## src/rtl/hazard_pkg.sv

```systemverilog
// Shared definitions for the pipeline hazard controller.
//   state_t     : FSM state encoding (RUN=0, REDIRECT=1, MEMWAIT=2; 3 unused)
//   PC_*        : EXPCSrc next-PC source codes
//   load_use_hit: load in EX writes a register the ID instruction reads
package hazard_pkg;

   typedef enum logic [1:0] {
      ST_RUN      = 2'd0,
      ST_REDIRECT = 2'd1,
      ST_MEMWAIT  = 2'd2
   } state_t;

   localparam logic [1:0] PC_SEQ = 2'b00;
   localparam logic [1:0] PC_BR  = 2'b01;
   localparam logic [1:0] PC_J   = 2'b10;
   localparam logic [1:0] PC_JR  = 2'b11;

   // Register 0 is hardwired, so a load targeting it never creates a hazard.
   function automatic logic load_use_hit(input logic       mem_read,
                                         input logic [4:0] ex_rt,
                                         input logic [4:0] id_rs,
                                         input logic [4:0] id_rt,
                                         input logic       uses_rt);
      return mem_read && (ex_rt != 5'd0) &&
             ((ex_rt == id_rs) || (uses_rt && (ex_rt == id_rt)));
   endfunction

endpackage

```

## src/rtl/hazard_ctrl_if.sv

```systemverilog
// Pipeline-side signal bundle of the hazard controller.
//   Inputs to the controller : IDEXMemRead, IDEXRt, IFIDRs, IFIDRt,
//                              IFIDUsesRt, EXPCSrc, MemBusy
//   Outputs of the controller: PCWrite, IFIDWrite, IFIDFlush, IDEXWrite,
//                              IDEXFlush, StallCount, FlushCount, State
//   master : pipeline / stimulus side   slave : hazard_ctrl side
interface hazard_ctrl_if;
   logic        IDEXMemRead;
   logic [4:0]  IDEXRt;
   logic [4:0]  IFIDRs;
   logic [4:0]  IFIDRt;
   logic        IFIDUsesRt;
   logic [1:0]  EXPCSrc;
   logic        MemBusy;
   logic        PCWrite;
   logic        IFIDWrite;
   logic        IFIDFlush;
   logic        IDEXWrite;
   logic        IDEXFlush;
   logic [15:0] StallCount;
   logic [15:0] FlushCount;
   logic [1:0]  State;

   modport master (
      output IDEXMemRead, IDEXRt, IFIDRs, IFIDRt, IFIDUsesRt, EXPCSrc, MemBusy,
      input  PCWrite, IFIDWrite, IFIDFlush, IDEXWrite, IDEXFlush,
             StallCount, FlushCount, State
   );

   modport slave (
      input  IDEXMemRead, IDEXRt, IFIDRs, IFIDRt, IFIDUsesRt, EXPCSrc, MemBusy,
      output PCWrite, IFIDWrite, IFIDFlush, IDEXWrite, IDEXFlush,
             StallCount, FlushCount, State
   );
endinterface

```

## src/rtl/sat_counter16.sv

```systemverilog
// 16-bit event counter that sticks at 16'hFFFF.
//   clk   : rising-edge clock
//   rst   : asynchronous active-high clear
//   inc   : count this cycle
//   count : registered count value
module sat_counter16 (
   input  logic        clk,
   input  logic        rst,
   input  logic        inc,
   output logic [15:0] count
);

   always_ff @(posedge clk or posedge rst) begin
      if (rst)
         count <= 16'd0;
      else if (inc && (count != 16'hFFFF))
         count <= count + 16'd1;
   end

endmodule

```

## src/rtl/hazard_ctrl.sv

```systemverilog
// Pipeline hazard controller: load-use stalls, branch/jump redirects and
// data-memory wait states, plus stall/flush statistics counters.
//   clk : rising-edge clock
//   rst : asynchronous active-high reset
//   bus : hazard_ctrl_if.slave (pipeline status in, enables/flushes out)
//
// state       | meaning
// ------------+-------------------------------------------------------------
// ST_RUN      | normal issue; detect load-use and redirects
// ST_REDIRECT | fetch latency cycle after a redirect; IF/ID still flushed
// ST_MEMWAIT  | pipeline frozen while data memory is busy
module hazard_ctrl
   import hazard_pkg::*;
(
   input  logic         clk,
   input  logic         rst,
   hazard_ctrl_if.slave bus
);

   state_t state, state_nxt;
   logic   pend, pend_nxt;
   logic   redir, lu, redirect_phase;
   logic   stall_inc, flush_inc;

   assign redir = (bus.EXPCSrc != PC_SEQ);
   assign lu    = load_use_hit(bus.IDEXMemRead, bus.IDEXRt, bus.IFIDRs,
                               bus.IFIDRt, bus.IFIDUsesRt);

   // A redirect that arrived while memory was busy is replayed as the
   // fetch-latency cycle once the memory frees up.
   assign redirect_phase = (state == ST_REDIRECT) ||
                           ((state == ST_MEMWAIT) && pend);

   always_ff @(posedge clk or posedge rst) begin
      if (rst) begin
         state <= ST_RUN;
         pend  <= 1'b0;
      end else begin
         state <= state_nxt;
         pend  <= pend_nxt;
      end
   end

   always_comb begin
      bus.PCWrite   = 1'b1;
      bus.IFIDWrite = 1'b1;
      bus.IFIDFlush = 1'b0;
      bus.IDEXWrite = 1'b1;
      bus.IDEXFlush = 1'b0;
      state_nxt     = ST_RUN;
      pend_nxt      = pend;
      stall_inc     = 1'b0;

      if (bus.MemBusy) begin
         bus.PCWrite   = 1'b0;
         bus.IFIDWrite = 1'b0;
         bus.IDEXWrite = 1'b0;
         state_nxt     = ST_MEMWAIT;
         stall_inc     = 1'b1;
         if ((state == ST_REDIRECT) || ((state != ST_MEMWAIT) && redir))
            pend_nxt = 1'b1;
      end else begin
         if (state == ST_MEMWAIT)
            pend_nxt = 1'b0;
         if (redir) begin
            bus.IFIDFlush = 1'b1;
            bus.IDEXFlush = 1'b1;
            state_nxt     = ST_REDIRECT;
         end else if (redirect_phase) begin
            bus.IFIDFlush = 1'b1;
         end else if (lu) begin
            // The bubble clears IDEXMemRead next cycle, so one hit stalls once.
            bus.PCWrite   = 1'b0;
            bus.IFIDWrite = 1'b0;
            bus.IDEXFlush = 1'b1;
            stall_inc     = 1'b1;
         end
      end

      if (rst) begin
         bus.PCWrite   = 1'b0;
         bus.IFIDWrite = 1'b0;
         bus.IDEXWrite = 1'b0;
         bus.IFIDFlush = 1'b1;
         bus.IDEXFlush = 1'b1;
      end
   end

   assign flush_inc = bus.IFIDFlush;
   assign bus.State = state;

   sat_counter16 u_stall_cnt (
      .clk   (clk),
      .rst   (rst),
      .inc   (stall_inc),
      .count (bus.StallCount)
   );

   sat_counter16 u_flush_cnt (
      .clk   (clk),
      .rst   (rst),
      .inc   (flush_inc),
      .count (bus.FlushCount)
   );

endmodule

```

## src/flat_wrapper.sv

```systemverilog
// flat-port wrapper written by rule: the top's interface ports become plain ports
module hazard_ctrl_flat import hazard_pkg::*;
  (clk, rst, bus_IDEXMemRead, bus_IDEXRt, bus_IFIDRs, bus_IFIDRt, bus_IFIDUsesRt, bus_EXPCSrc, bus_MemBusy, bus_PCWrite, bus_IFIDWrite, bus_IFIDFlush, bus_IDEXWrite, bus_IDEXFlush, bus_StallCount, bus_FlushCount, bus_State);
  hazard_ctrl_if bus_i ();
  input  logic clk;
  input  logic rst;
  input wire logic [$bits(bus_i.IDEXMemRead)-1:0] bus_IDEXMemRead;
  input wire logic [$bits(bus_i.IDEXRt)-1:0] bus_IDEXRt;
  input wire logic [$bits(bus_i.IFIDRs)-1:0] bus_IFIDRs;
  input wire logic [$bits(bus_i.IFIDRt)-1:0] bus_IFIDRt;
  input wire logic [$bits(bus_i.IFIDUsesRt)-1:0] bus_IFIDUsesRt;
  input wire logic [$bits(bus_i.EXPCSrc)-1:0] bus_EXPCSrc;
  input wire logic [$bits(bus_i.MemBusy)-1:0] bus_MemBusy;
  output wire logic [$bits(bus_i.PCWrite)-1:0] bus_PCWrite;
  output wire logic [$bits(bus_i.IFIDWrite)-1:0] bus_IFIDWrite;
  output wire logic [$bits(bus_i.IFIDFlush)-1:0] bus_IFIDFlush;
  output wire logic [$bits(bus_i.IDEXWrite)-1:0] bus_IDEXWrite;
  output wire logic [$bits(bus_i.IDEXFlush)-1:0] bus_IDEXFlush;
  output wire logic [$bits(bus_i.StallCount)-1:0] bus_StallCount;
  output wire logic [$bits(bus_i.FlushCount)-1:0] bus_FlushCount;
  output wire logic [$bits(bus_i.State)-1:0] bus_State;
  assign bus_i.IDEXMemRead = bus_IDEXMemRead;
  assign bus_i.IDEXRt = bus_IDEXRt;
  assign bus_i.IFIDRs = bus_IFIDRs;
  assign bus_i.IFIDRt = bus_IFIDRt;
  assign bus_i.IFIDUsesRt = bus_IFIDUsesRt;
  assign bus_i.EXPCSrc = bus_EXPCSrc;
  assign bus_i.MemBusy = bus_MemBusy;
  assign bus_PCWrite = bus_i.PCWrite;
  assign bus_IFIDWrite = bus_i.IFIDWrite;
  assign bus_IFIDFlush = bus_i.IFIDFlush;
  assign bus_IDEXWrite = bus_i.IDEXWrite;
  assign bus_IDEXFlush = bus_i.IDEXFlush;
  assign bus_StallCount = bus_i.StallCount;
  assign bus_FlushCount = bus_i.FlushCount;
  assign bus_State = bus_i.State;
  hazard_ctrl u_core (.clk(clk), .rst(rst), .bus(bus_i));
endmodule
```

## config.mk

```make
export PLATFORM = sky130hd
export DESIGN_NAME = hazard_ctrl_flat
export DESIGN_NICKNAME = d
export VERILOG_FILES = /design/src/rtl/hazard_pkg.sv /design/src/rtl/hazard_ctrl_if.sv /design/src/rtl/sat_counter16.sv /design/src/rtl/hazard_ctrl.sv /design/src/flat_wrapper.sv
export SDC_FILE = /design/constraint.sdc
export NUM_CORES = 1
export LEC_CHECK = 0
export BUFFER_PORTS_ARGS = -buffer_cell sky130_fd_sc_hd__buf_2
export CAP_MARGIN = 0
export CELL_PAD_IN_SITES_DETAIL_PLACEMENT = 1
export CELL_PAD_IN_SITES_GLOBAL_PLACEMENT = 2
export CORE_MARGIN = 2
export CORE_UTILIZATION = 33
export DETAILED_ROUTE_END_ITERATION = 16
export PLACE_DENSITY_LB_ADDON = 0.1
export SLEW_MARGIN = 20
export SYNTH_ARGS = -nofsm -noshare
export SYNTH_HDL_FRONTEND = slang
export SYNTH_HIERARCHICAL = 1
export SYNTH_SLANG_ARGS = --single-unit
```

## constraint.sdc

```tcl
create_clock -name clk -period 7.45 [get_ports clk]
set_clock_uncertainty 0.05 [all_clocks]
set_input_delay 0 -clock clk [delete_from_list [all_inputs] [get_ports clk]]
set_output_delay 0 -clock clk [all_outputs]
set_load 0.1 [all_outputs]
```

# [Yosys cells after proc, flatten, opt, wreduce, memory -nomap -nowiden]
# Cells that the tools add are included.
[word_totals] reg_bits=35 word_cells=51
[classes] add_sub_neg=2 eq_ne=8 n_mux=23 n_reduce_logical=14
[ops] op="$add A16 B1 Y16 const B" n=2
[ops] op="$ne A16 B16 Y1 const B" n=2
[ops] op="$mux W1" n=22
[ops] op="$eq A5 B5 Y1" n=2
[ops] op="$logic_and A1 B1 Y1" n=7
[ops] op="$reduce_bool A5 Y1" n=1
[ops] op="$reduce_bool A2 Y1" n=2
[ops] op="$logic_or A1 B1 Y1" n=3
[ops] op="$eq A2 B1 Y1 const B" n=1
[ops] op="$eq A2 B2 Y1 const B" n=1
[ops] op="$mux W2" n=1
[ops] op="$ne A2 B1 Y1 const B" n=1
[ops] op="$ne A2 B2 Y1 const B" n=1
[ops] op="$reduce_and A2 Y1" n=1

# [Logic depth before layout (Yosys ltp)]
# Gate-level depths: netlist of run 1.
[logic_depth] word_depth=9 depth_mapped=8 mapped_depth_nobuf=8

# [Hierarchy]
# The synthesis of run 1 kept the hierarchy.
[by_module_without_submodules] mod="sat_counter16" n_inst=2 cells_per_inst=71 area_each_um2=805.8 seq_area_each_um2=400.4
[by_module_without_submodules] mod="hazard_ctrl" n_inst=1 cells_per_inst=39 area_each_um2=320.3 seq_area_each_um2=75.1

# [Least setup slack after synthesis of run 1]
# Ideal clock, no wire load.
[synth_path] path_kind="flip-flop to output port" start="register u_core.state[0], in the netlist u_core/bus.State[0]" end="output port bus_IDEXFlush" arrival_time_ns=3.743 required_time_ns=7.400 setup_slack_ns=3.657 stages_incl_launch_ff=5 path_buffers=0 cell_sequence="dfrtp_1 > and3b_1 > a21oi_1 > o211ai_1 > o31ai_1"
[synth_between] elab_chain_cells=7
[synth_lines] item="start: declaration" line="hazard_ctrl.sv:20" source="state_t state, state_nxt;"
[synth_lines] item="start signal: assignment" line="hazard_ctrl.sv:39" source="state <= state_nxt;"
[synth_lines] item="$eq A2 B2 Y1" line="hazard_ctrl.sv:32" source="((state == ST_MEMWAIT) && pend);"
[synth_lines] item="$logic_and A1 B1 Y1" line="hazard_ctrl.sv:32"
[synth_lines] item="$logic_or A1 B1 Y1 *" line="hazard_ctrl.sv:31" source="assign redirect_phase = (state == ST_REDIRECT) ||"
[synth_lines] item="$mux W1 *" line="hazard_ctrl.sv:69" source="end else if (redirect_phase) begin"
[synth_lines] item="$mux W1 *" line="hazard_ctrl.sv:65" source="if (redir) begin"
[synth_lines] item="$mux W1 *" line="hazard_ctrl.sv:54" source="if (bus.MemBusy) begin"
[synth_lines] item="$mux W1 *" line="hazard_ctrl.sv:80" source="if (rst) begin"
[synth_lines] item="end: declaration" line="flat_wrapper.sv:18" source="output wire logic [$bits(bus_i.IDEXFlush)-1:0] bus_IDEXFlush;"
# Mark *: on every way between the ends. The rest lies on a longest branch, timed or not.

# [Final worst setup path of run 1]
[layout_path] start="register u_core.state[1], in the netlist u_core/bus.State[1]" end="register u_core.u_stall_cnt.count[14]"
[layout_between] elab_chain_cells=7
[layout_lines] item="$eq A2 B2 Y1" line="hazard_ctrl.sv:32"
[layout_lines] item="$logic_and A1 B1 Y1" line="hazard_ctrl.sv:32"
[layout_lines] item="$logic_or A1 B1 Y1 *" line="hazard_ctrl.sv:31"
[layout_lines] item="$mux W1 *" line="hazard_ctrl.sv:69"
[layout_lines] item="$mux W1 *" line="hazard_ctrl.sv:65"
[layout_lines] item="$mux W1 *" line="hazard_ctrl.sv:54"
[layout_lines] item="named net u_core.stall_inc" line="hazard_ctrl.sv:23" source="logic stall_inc, flush_inc;"
[layout_lines] item="$logic_and A1 B1 Y1 *" line="sat_counter16.sv:16" source="else if (inc && (count != 16'hFFFF))"
[layout_lines] item="end signal: assignment" line="sat_counter16.sv:17" source="count <= count + 16'd1;"
[layout_lines] item="end: declaration" line="sat_counter16.sv:10" source="output logic [15:0] count"
# Mark *: on every way through the listed nets, which the timed path passes. The rest lies on a longest branch.
# A chain may end at the register's enable or synchronous reset.

==> impl_metrics.ini, run 1 <==
[outcome]
status = finished clean

[worst_setup_path]
reg2reg_to = u_core/u_stall_cnt/count[14]
r2r_slack_ns = 4.67
crit_fanout = 6
r2r_cells = 8
start_kind = register
arrival_ns = 2.90
criticalPathCategory = register to register
cp.required_ns = 7.57
r2r_start = u_core/bus.State[1]
crit_path_end_kind = register

[finish]
nets = 273
mostFrequentLayoutCells = 60 x buf_2, 35 x dfrtp_1, 23 x xnor2_1
diodes = 0
nFillCells = 657
synthToLayoutAreaGrowth_pct = 26.04
final_cell_count_no_fill = 322
final_common_cell = buf_2
drive_gt1_share_pct = 33.60

[min_path]
hold_path_class = primary input to register
whs_endpoint = u_core/bus.State[0]
hold_path_depth = 3
hold_start = bus_EXPCSrc[0]

[run]
maxCapViolCount = 0

[sta]
tightest_slew_ns = 0.8574
slew-limit-headroom_pct = 42.09
fin_hold_ws_ns = 0.02962
slew_viol_final = 0
max_freq_mhz = 360.2
fin_ws_ns = 4.674
setup_viol = 0
hold_viol = 0
period_share_pct = 37.27
rsz0062_at_grt = false
fin_setup_tns_ns = 0
period_needed_ns = 2.776

[placement]
io_buffer_count = 60
dpl_worst_slack_ns = 4.660
place_inst = 312
hpwlAfterDp_mm = 3.585
gp_congestion = 0.7135

[synth]
synth-edff-count = 0
ys.flop_type = dfrtp_1
synth_nets = 205
ys_top_cells_by_area = dfrtp_1 45%, xnor2_1 10%, xor2_1 4.1%
synth_cell_types = 36
async_flop_share_pct = 100.0
netlist_instances = 181
synth_seq_cells = 35
yosysTopAreaCell = dfrtp_1
avgSynthCellArea_um2 = 10.67
seq_area_frac_synth_pct = 45.34
synth_top_area_share_pct = 45.34
yosys_warnings = 6
synthesis.area_um2 = 1932

[power]
p_total_uw = 906.1
powerDensity_nw_per_um2 = 372.1
worst_ir_drop_vdd_uv = 293.3
leakagePower_nw = 1.210

[clock_tree]
clock_path_buffers = 2
clock_sinks = 35
post-cts-setup-buffers = 0
htreeDepth = 2
clock_latency_ns = 0.28
clock_tree.root_cell = clkbuf_8
cts_resized = 0
cts_tree = done
cts_buffers = 5
clkSlewWorstSetupHoldPaths_ns = 0.07

[routing]
vias = 1579
ant_nets = 0
vias_per_cell = 4.904
drt_iter0_drc = 46
dr.pass1.iters = 4
post_drt_wl_per_cell_um = 14.40
drc_errors = 0
totalWireLength_mm = 4.637

[global_routing]
grt_antenna_before_repair = 0
grt_usage_pct = 15.62
overflow = 0
grt_pass1_wl_mm = 7.859
grt_max_degree = 17
grt_pass1_vias = 1604

[floorplanning]
die_h_um = 80.51
die_w_um = 80.51
core_um2 = 5574
num_rows = 27
dieArea_um2 = 6482
start_util_pct = 34.66
num_io_pins = 61
critical path: stages (launching register included):
cell and delay (ns):
dfrtp_1 0.41, and3b_1 0.18, a21oi_1 0.16, o211ai_1 0.17, o41ai_1 0.73, and4_1 0.37, nand3_1 0.13, nor2_1 0.13
mux2_2 0.33
synthesized netlist by cell type, drive strengths merged, types with 2 or more instances:
cell type and number:
xnor2 23, ha 2, a21oi 7, nand3 14
mux2 4, inv 5, nand2b 2, dfrtp 35
o21a 2, nand2 16, nand4 14, and2 2
mux2i 2, and4 8, xor2 9, and3 10
nor2 11, nor4 3
power by group:
group | leakage, nW | total (mW) | switching [mW] | internal (mW)
clock network | 0.0515 | 0.151 | 0.0664 | 0.0844
logic | 0.703 | 0.462 | 0.376 | 0.0862
registers | 0.456 | 0.293 | 0.0621 | 0.231
total | 1.21 | 0.906 | 0.505 | 0.402
cell type report:
| class | instances | area (um2) | area share, % |
|---|---|---|---|
| Tap cell | 72 | 90.09 | 3.700 |
| Sequential cell | 35 | 875.8 | 35.97 |
| Timing Repair Buffer | 62 | 320.3 | 13.16 |
| Inverter | 5 | 18.77 | 0.7708 |
| Clock buffer | 8 | 100.1 | 4.111 |
| Multi-Input combinational cell | 140 | 1030 | 42.29 |
layer usage:
layer / track usage (%) / wire length, um
met2: 24.75 / 2173
met3: 3.820 / 177
met4: 4.068 / 19
met1: 21.29 / 2267
met5: 0 / 0
registers in the layout, indices dropped and copies added (netlist names):
| signal | flops |
|---|---|
| u_core/u_flush_cnt/count | 16 |
| u_core/u_stall_cnt/count | 16 |
| u_core/bus.State | 2 |
| u_core/pend | 1 |
worst max-delay path by stage:
stage                             start                            to  slack, ns  cells after the start
global route        u_core/bus.State[1]  u_core/u_stall_cnt/count[14]       4.48                      8
global placement    u_core/bus.State[1]  u_core/u_stall_cnt/count[14]       4.74                      8
finish              u_core/bus.State[1]  u_core/u_stall_cnt/count[14]       4.67                      8
CTS                 u_core/bus.State[1]  u_core/u_stall_cnt/count[14]       4.66                      8
floorplan           u_core/bus.State[0]                 bus_IDEXFlush       3.66                      4
detailed placement  u_core/bus.State[0]  u_core/u_stall_cnt/count[14]       4.66                      8
cell families after synthesis:
kind of cell / after synthesis / synth area share (%)
AOI/OAI and AO/OA: 17 / 5.894
xor gates and xnor gates: 32 / 14.51
adders and majority gates: 2 / 1.295
buffers and inverters: 6 / 1.360
DFF: 35 / 45.34
muxes: 6 / 3.368
and+or+nand+nor: 83 / 28.24
what timing repair did:
| action | in CTS | in global routing |
|---|---|---|
| hold buffers | 2 | 0 |
| endpoints found under the hold margin | 38 | 0 |
| setup endpoints to repair | 0 | 0 |
through the flow:
stage / area (um2) / util, %
global placement: 2315 / 41.53
CTS: 2435 / 43.68
floorplan: 1932 / -
finish: 2435 / 43.68
detailed placement: 2315 / 41.53
global route: 2435 / 43.68
(Power assumes the default switching activity.)
==> run 2: changes to the inputs <==
Settings changed: CORE_UTILIZATION 33 to 28.
Clock period 7.45 ns to 2.3 ns, I/O delays scaled along.
==> run 2 against run 1 <==
Compared with the run above: the flow now finishes with violations (setup timing); critical path depth grew 1; clock-buffer cell count shrank 1; combinational power grew to 3.3 times the previous value; hold slack gained 0.0097 ns; critical endpoint unchanged; sequential power rose to 3.2 times the previous value; power grew to 3.2 times the previous value; register-to-register slack got worse by 4.7 ns; final cell count is 5.0% higher; sequential share of layout area decreased by 1.8 points; flip-flop and latch count unchanged; clock power increased to 2.9 times the previous value.
==> impl_metrics.ini, run 2 (synthesized netlist as in run 1, its figures left out) <==
[outcome]
status = finished, violations left
failed_checks = setup timing

[floorplanning]
die_w_um = 87.07
core_um2 = 6719
die_h_um = 87.07
dieArea_um2 = 7580
start_util_pct = 28.75
num_io_pins = 61
num_rows = 30

[sta]
rsz0062_at_grt = true
max_freq_mhz = 428.6
period_share_pct = 101.5
tightest_slew_ns = 0.6423
slew_viol_final = 0
fin_ws_ns = -0.03338
slew-limit-headroom_pct = 57.14
setup_viol = 2
period_needed_ns = 2.333
hold_viol = 0

[worst_setup_path]
criticalPathCategory = register to register
crit_fanout = 3
path_cells = and3b_1, a21oi_2, o211ai_1, o41ai_2, buf_4, and4_4, nand3_4, nor2_4, mux2_4
arrival_ns = 2.45
cpMaxStageDelayCell = dfrtp_4
start_kind = register
cp.required_ns = 2.42
slowest_delay_ns = 0.47
crit_path_end_kind = register

[routing]
dr.pass1.iters = 4
vias_per_cell = 4.929
vias = 1666
post_drt_wl_per_cell_um = 14.53
totalWireLength_mm = 4.912
drt_iter0_drc = 43
drc_errors = 0
ant_nets = 0

[placement]
hpwlAfterDp_mm = 3.829
place_area_um2 = 2409
place_inst = 325
gp_congestion = 0.7676
io_buffer_count = 60

[power]
leakagePower_nw = 1.253
power_frac_comb_pct = 52.7
pwr-share-clk_pct = 14.8
intPower_mw = 1.265
worst_ir_drop_vdd_uv = 926.6
switchingPower_mw = 1.660
powerDensity_nw_per_um2 = 1130
pwr-share-seq_pct = 32.6
p_total_mw = 2.925
swShare_pct = 56.76

[global_routing]
grt_pass1_wl_mm = 8.114
overflow = 0
grt_max_degree = 17
grt_usage_pct = 13.59
grt_pass1_vias = 1678
grt_antenna_before_repair = 0

[clock_tree]
clock_path_buffers = 2
clkSlewWorstSetupHoldPaths_ns = 0.07
clock_sinks = 35
htreeDepth = 2
cts_buffers = 5
clock_tree.root_cell = clkbuf_8
clock_latency_ns = 0.28
cts_tree = done

[finish]
utilization_pct = 38.53
final_cell_area_um2 = 2589
final_common_cell = buf_2
final_cell_count_no_fill = 338
nets = 281
diodes = 0
synthToLayoutAreaGrowth_pct = 34.00
drive_gt1_share_pct = 41.47
mostFrequentLayoutCells = 60 x buf_2, 33 x dfrtp_1, 23 x xnor2_1

[run]
maxCapViolCount = 0

[min_path]
hold_path_class = primary input to register
-- run 2: changes by cell type in the layout (fill, tap and decap cells not counted), sizes merged --
| cell | change |
|---|---|
| buf | +8 |
| clkbuf | -1 |
| clkinv | +1 |
-- run 2: final timing paths --
kind / startpoint / end / slack [ns] / depth (start not counted)
max reg2reg: u_core/bus.State[1] / u_core/u_stall_cnt/count[14] / -0.03 / 9
max: u_core/bus.State[1] / u_core/u_stall_cnt/count[14] / -0.03 / 9
min reg2reg: u_core/u_stall_cnt/count[10] / u_core/u_stall_cnt/count[10] / 0.46 / 1
min: bus_EXPCSrc[0] / u_core/bus.State[0] / 0.04 / 3
min in group asynchronous: rst / u_core/pend / 0.19 / 3
max in group asynchronous: rst / u_core/u_flush_cnt/count[3] / 1.44 / 3
-- run 2: routing by layer --
layer  wire, um  track usage (%)
met4         19            3.409
met2       2606            24.43
met5          0                0
met3        170            3.128
met1       2116            16.25
-- run 2: what timing repair did --
| action | 4_1_cts | 5_1_grt |
|---|---|---|
| cloned | 0 | 0 |
| gates resized for setup | 3 | 11 |
| hold endpoints to repair | 37 | 0 |
| pin swaps | 0 | 11 |
| endpoints found under the setup margin | 1 | 10 |
| setup buffers | 0 | 3 |
| hold buffers | 2 | 0 |
-- run 2: critical path, delay by kind of cell, from the launching register on --
family,cells,cell delay (ns)
AOI/OAI and AO/OA,3,0.60
and+or+nand+nor,4,0.64
DFF,1,0.47
buffers and inverters,1,0.17
muxes,1,0.30
-- run 2: stage by stage --
stage / worst slack [ns] / hold WS [ns] / setup TNS, ns
floorplan: -0.2578 / -0.2345 / -1.602
global placement: 0.06159 / -0.06066 / 0
detailed placement: -0.02396 / -0.05485 / -0.02396
CTS: -0.02192 / 0.03844 / -0.02192
global route: -0.1677 / 0.08160 / -0.9078
finish: -0.03338 / 0.03929 / -0.04010
-- run 2: power groups by stage --
stage | Sequential [mW] | Clock [mW] | Combinational, mW
global route | 0.987 | 0.475 | 1.60
global placement | 0.968 | 0 | 1.51
finish | 0.952 | 0.432 | 1.54
detailed placement | 0.960 | 0 | 1.53
CTS | 0.949 | 0.451 | 1.54
floorplan | 1.84 | 0 | 0.357
-- run 2: area by class of cell --
type,instances,area (um2)
Fill cell,771,4130
Sequential cell,35,883.3
Multi-Input combinational cell,140,1117
Clock buffer,7,76.32
Clock inverter,1,5.005
Tap cell,80,100.1
Timing Repair Buffer,70,387.9
Inverter,5,18.77
==> run 3: changes to the inputs <==
Settings changed: CORE_ASPECT_RATIO from default to 1.25.
==> run 3 against run 2 <==
Compared with the run above: the flow now finishes without violations; power up 2.3%; setup slack gained 0.11 ns; via count is 1.8% higher; sequential share of layout area fell by 0.34 points; final cell count increased by 2.4%; clock-buffer cell count stayed put; die area is essentially flat; hold slack improved by 0.029 ns; flip-flop and latch count did not move; critical endpoint is now bus_PCWrite; largest cell class unchanged; highest routed layer unchanged.
==> impl_metrics.ini, run 3 (synthesized netlist as in run 1, its figures left out) <==
[outcome]
status = finished clean

[clock_tree]
htreeDepth = 2
clock_path_buffers = 2
cts_buffers = 5
clock_tree.root_cell = clkbuf_8
clkSlewWorstSetupHoldPaths_ns = 0.07
cts_tree = done
clock_sinks = 35
clock_latency_ns = 0.29

[worst_setup_path]
arrival_ns = 2.17
r2r_cells = 9
start_kind = register
crit_fanout = 2
criticalPathCategory = register to primary output
crit_path_end_kind = primary output
cp.required_ns = 2.25

[placement]
io_buffer_count = 60
place_inst = 333
gp_congestion = 0.7512
hpwlAfterDp_mm = 3.831

[global_routing]
grt_antenna_before_repair = 0
overflow = 0
grt_pass1_wl_mm = 8.611
grt_usage_pct = 14.20
grt_pass1_vias = 1792
grt_max_degree = 17

[finish]
drive_gt1_share_pct = 40.54
nets = 282
final_cell_count_no_fill = 346
final_common_cell = buf_2
mostFrequentLayoutCells = 57 x buf_2, 33 x dfrtp_1, 23 x xnor2_1
nFillCells = 794
synthToLayoutAreaGrowth_pct = 35.36
utilization_pct = 39.58
diodes = 0

[power]
p_total_mw = 2.992
switchingPower_mw = 1.665
powerDensity_nw_per_um2 = 1144
swShare_pct = 55.65
power_frac_comb_pct = 51.3
intPower_mw = 1.327
pwr-share-clk_pct = 17.0
worst_ir_drop_vdd_uv = 928.9
pwr-share-seq_pct = 31.7
leakagePower_nw = 1.269

[floorplanning]
dieArea_um2 = 7584
start_util_pct = 29.24
num_io_pins = 61
die_h_um = 96.87
num_rows = 33
core_um2 = 6606
die_w_um = 78.30

[routing]
drc_errors = 0
dr.pass1.iters = 4
vias = 1696
drt_iter0_drc = 40
post_drt_wl_per_cell_um = 14.59
ant_nets = 0
vias_per_cell = 4.902
totalWireLength_mm = 5.047

[sta]
tightest_slew_ns = 0.6391
fin_hold_ws_ns = 0.06875
max_freq_mhz = 449.7
rsz0062_at_grt = true
fin_setup_tns_ns = 0
period_needed_ns = 2.224
period_share_pct = 96.68
hold_viol = 0
slew-limit-headroom_pct = 57.35
slew_viol_final = 0
setup_viol = 0

[run]
maxCapViolCount = 0

[min_path]
hold_path_class = primary input to register
hold_path_depth = 3
run 3: changes by cell type in the layout (fill, tap and decap cells not counted), moves of 2 or more:
| cell | delta |
|---|---|
| buf_2 | -3 |
| buf_4 | +4 |
| clkbuf_8 | +2 |
| clkbuf_1 | -2 |
| nor2_4 | -3 |
| nor2_1 | +2 |
run 3: layer usage:
metal | up-vias | global-route usage [%] | part of all wire [%]
met5 | - | 0 | 0
met4 | 0 | 5.263 | 1.5
met3 | 6 | 3.451 | 4.3
met2 | 33 | 24.54 | 52
met1 | 845 | 16.87 | 42
li1 | 812 | - | -
run 3: worst paths after layout:
check	from	endpoint	slack [ns]
worst max-delay path	u_core/bus.State[1]	bus_PCWrite	0.08
worst min-delay path	bus_EXPCSrc[0]	u_core/bus.State[0]	0.07
worst max register to register	u_core/bus.State[1]	u_core/u_stall_cnt/count[10]	0.09
worst min register to register	u_core/u_flush_cnt/count[15]	u_core/u_flush_cnt/count[15]	0.46
max in group asynchronous	rst	u_core/u_flush_cnt/count[3]	1.45
min in group asynchronous	rst	u_core/bus.State[0]	0.19
run 3: what timing repair did:
action	in CTS	in global routing
pin swaps	7	2
hold endpoints to repair	37	0
setup endpoints to repair	3	12
buffers inserted	3	0
hold buffers	2	0
resized for setup	5	7
run 3: final cells by class:
class | count | area (um2) | share of cell area (%)
clock buffer | 7 | 96.34 | 3.684
timing repair buffer | 71 | 411.6 | 15.74
tap | 87 | 108.9 | 4.163
multi-input combinational | 140 | 1089 | 41.63
inverter | 5 | 18.77 | 0.7177
sequential | 35 | 883.3 | 33.78
clock inverter | 1 | 7.507 | 0.2871
run 3: through the flow:
step	instance area (um2)	setup slack [ns]
3_5_place_dp	2425	-0.02675
2_1_floorplan	1978	-0.2578
4_1_cts	2587	-0.04042
6_report	2615	0.07629
5_1_grt	2615	-0.04567
3_3_place_gp	2425	0.02246
run 3: power groups by stage:
stage	Clock, mW	Sequential [mW]	Combinational (mW)
2_1_floorplan	0	1.84	0.357
3_3_place_gp	0	0.962	1.52
3_5_place_dp	0	0.962	1.53
4_1_cts	0.532	0.949	1.54
5_1_grt	0.556	0.986	1.61
6_report	0.508	0.949	1.54
run 3: worst max-delay path, stage by stage, from the launching register on:
cell and delay, ns:
dfrtp_4 0.47, and3b_1 0.17, a21oi_2 0.12, o211ai_1 0.14, buf_4 0.16, buf_4 0.12
buf_4 0.13, o41a_4 0.37, buf_6 0.20
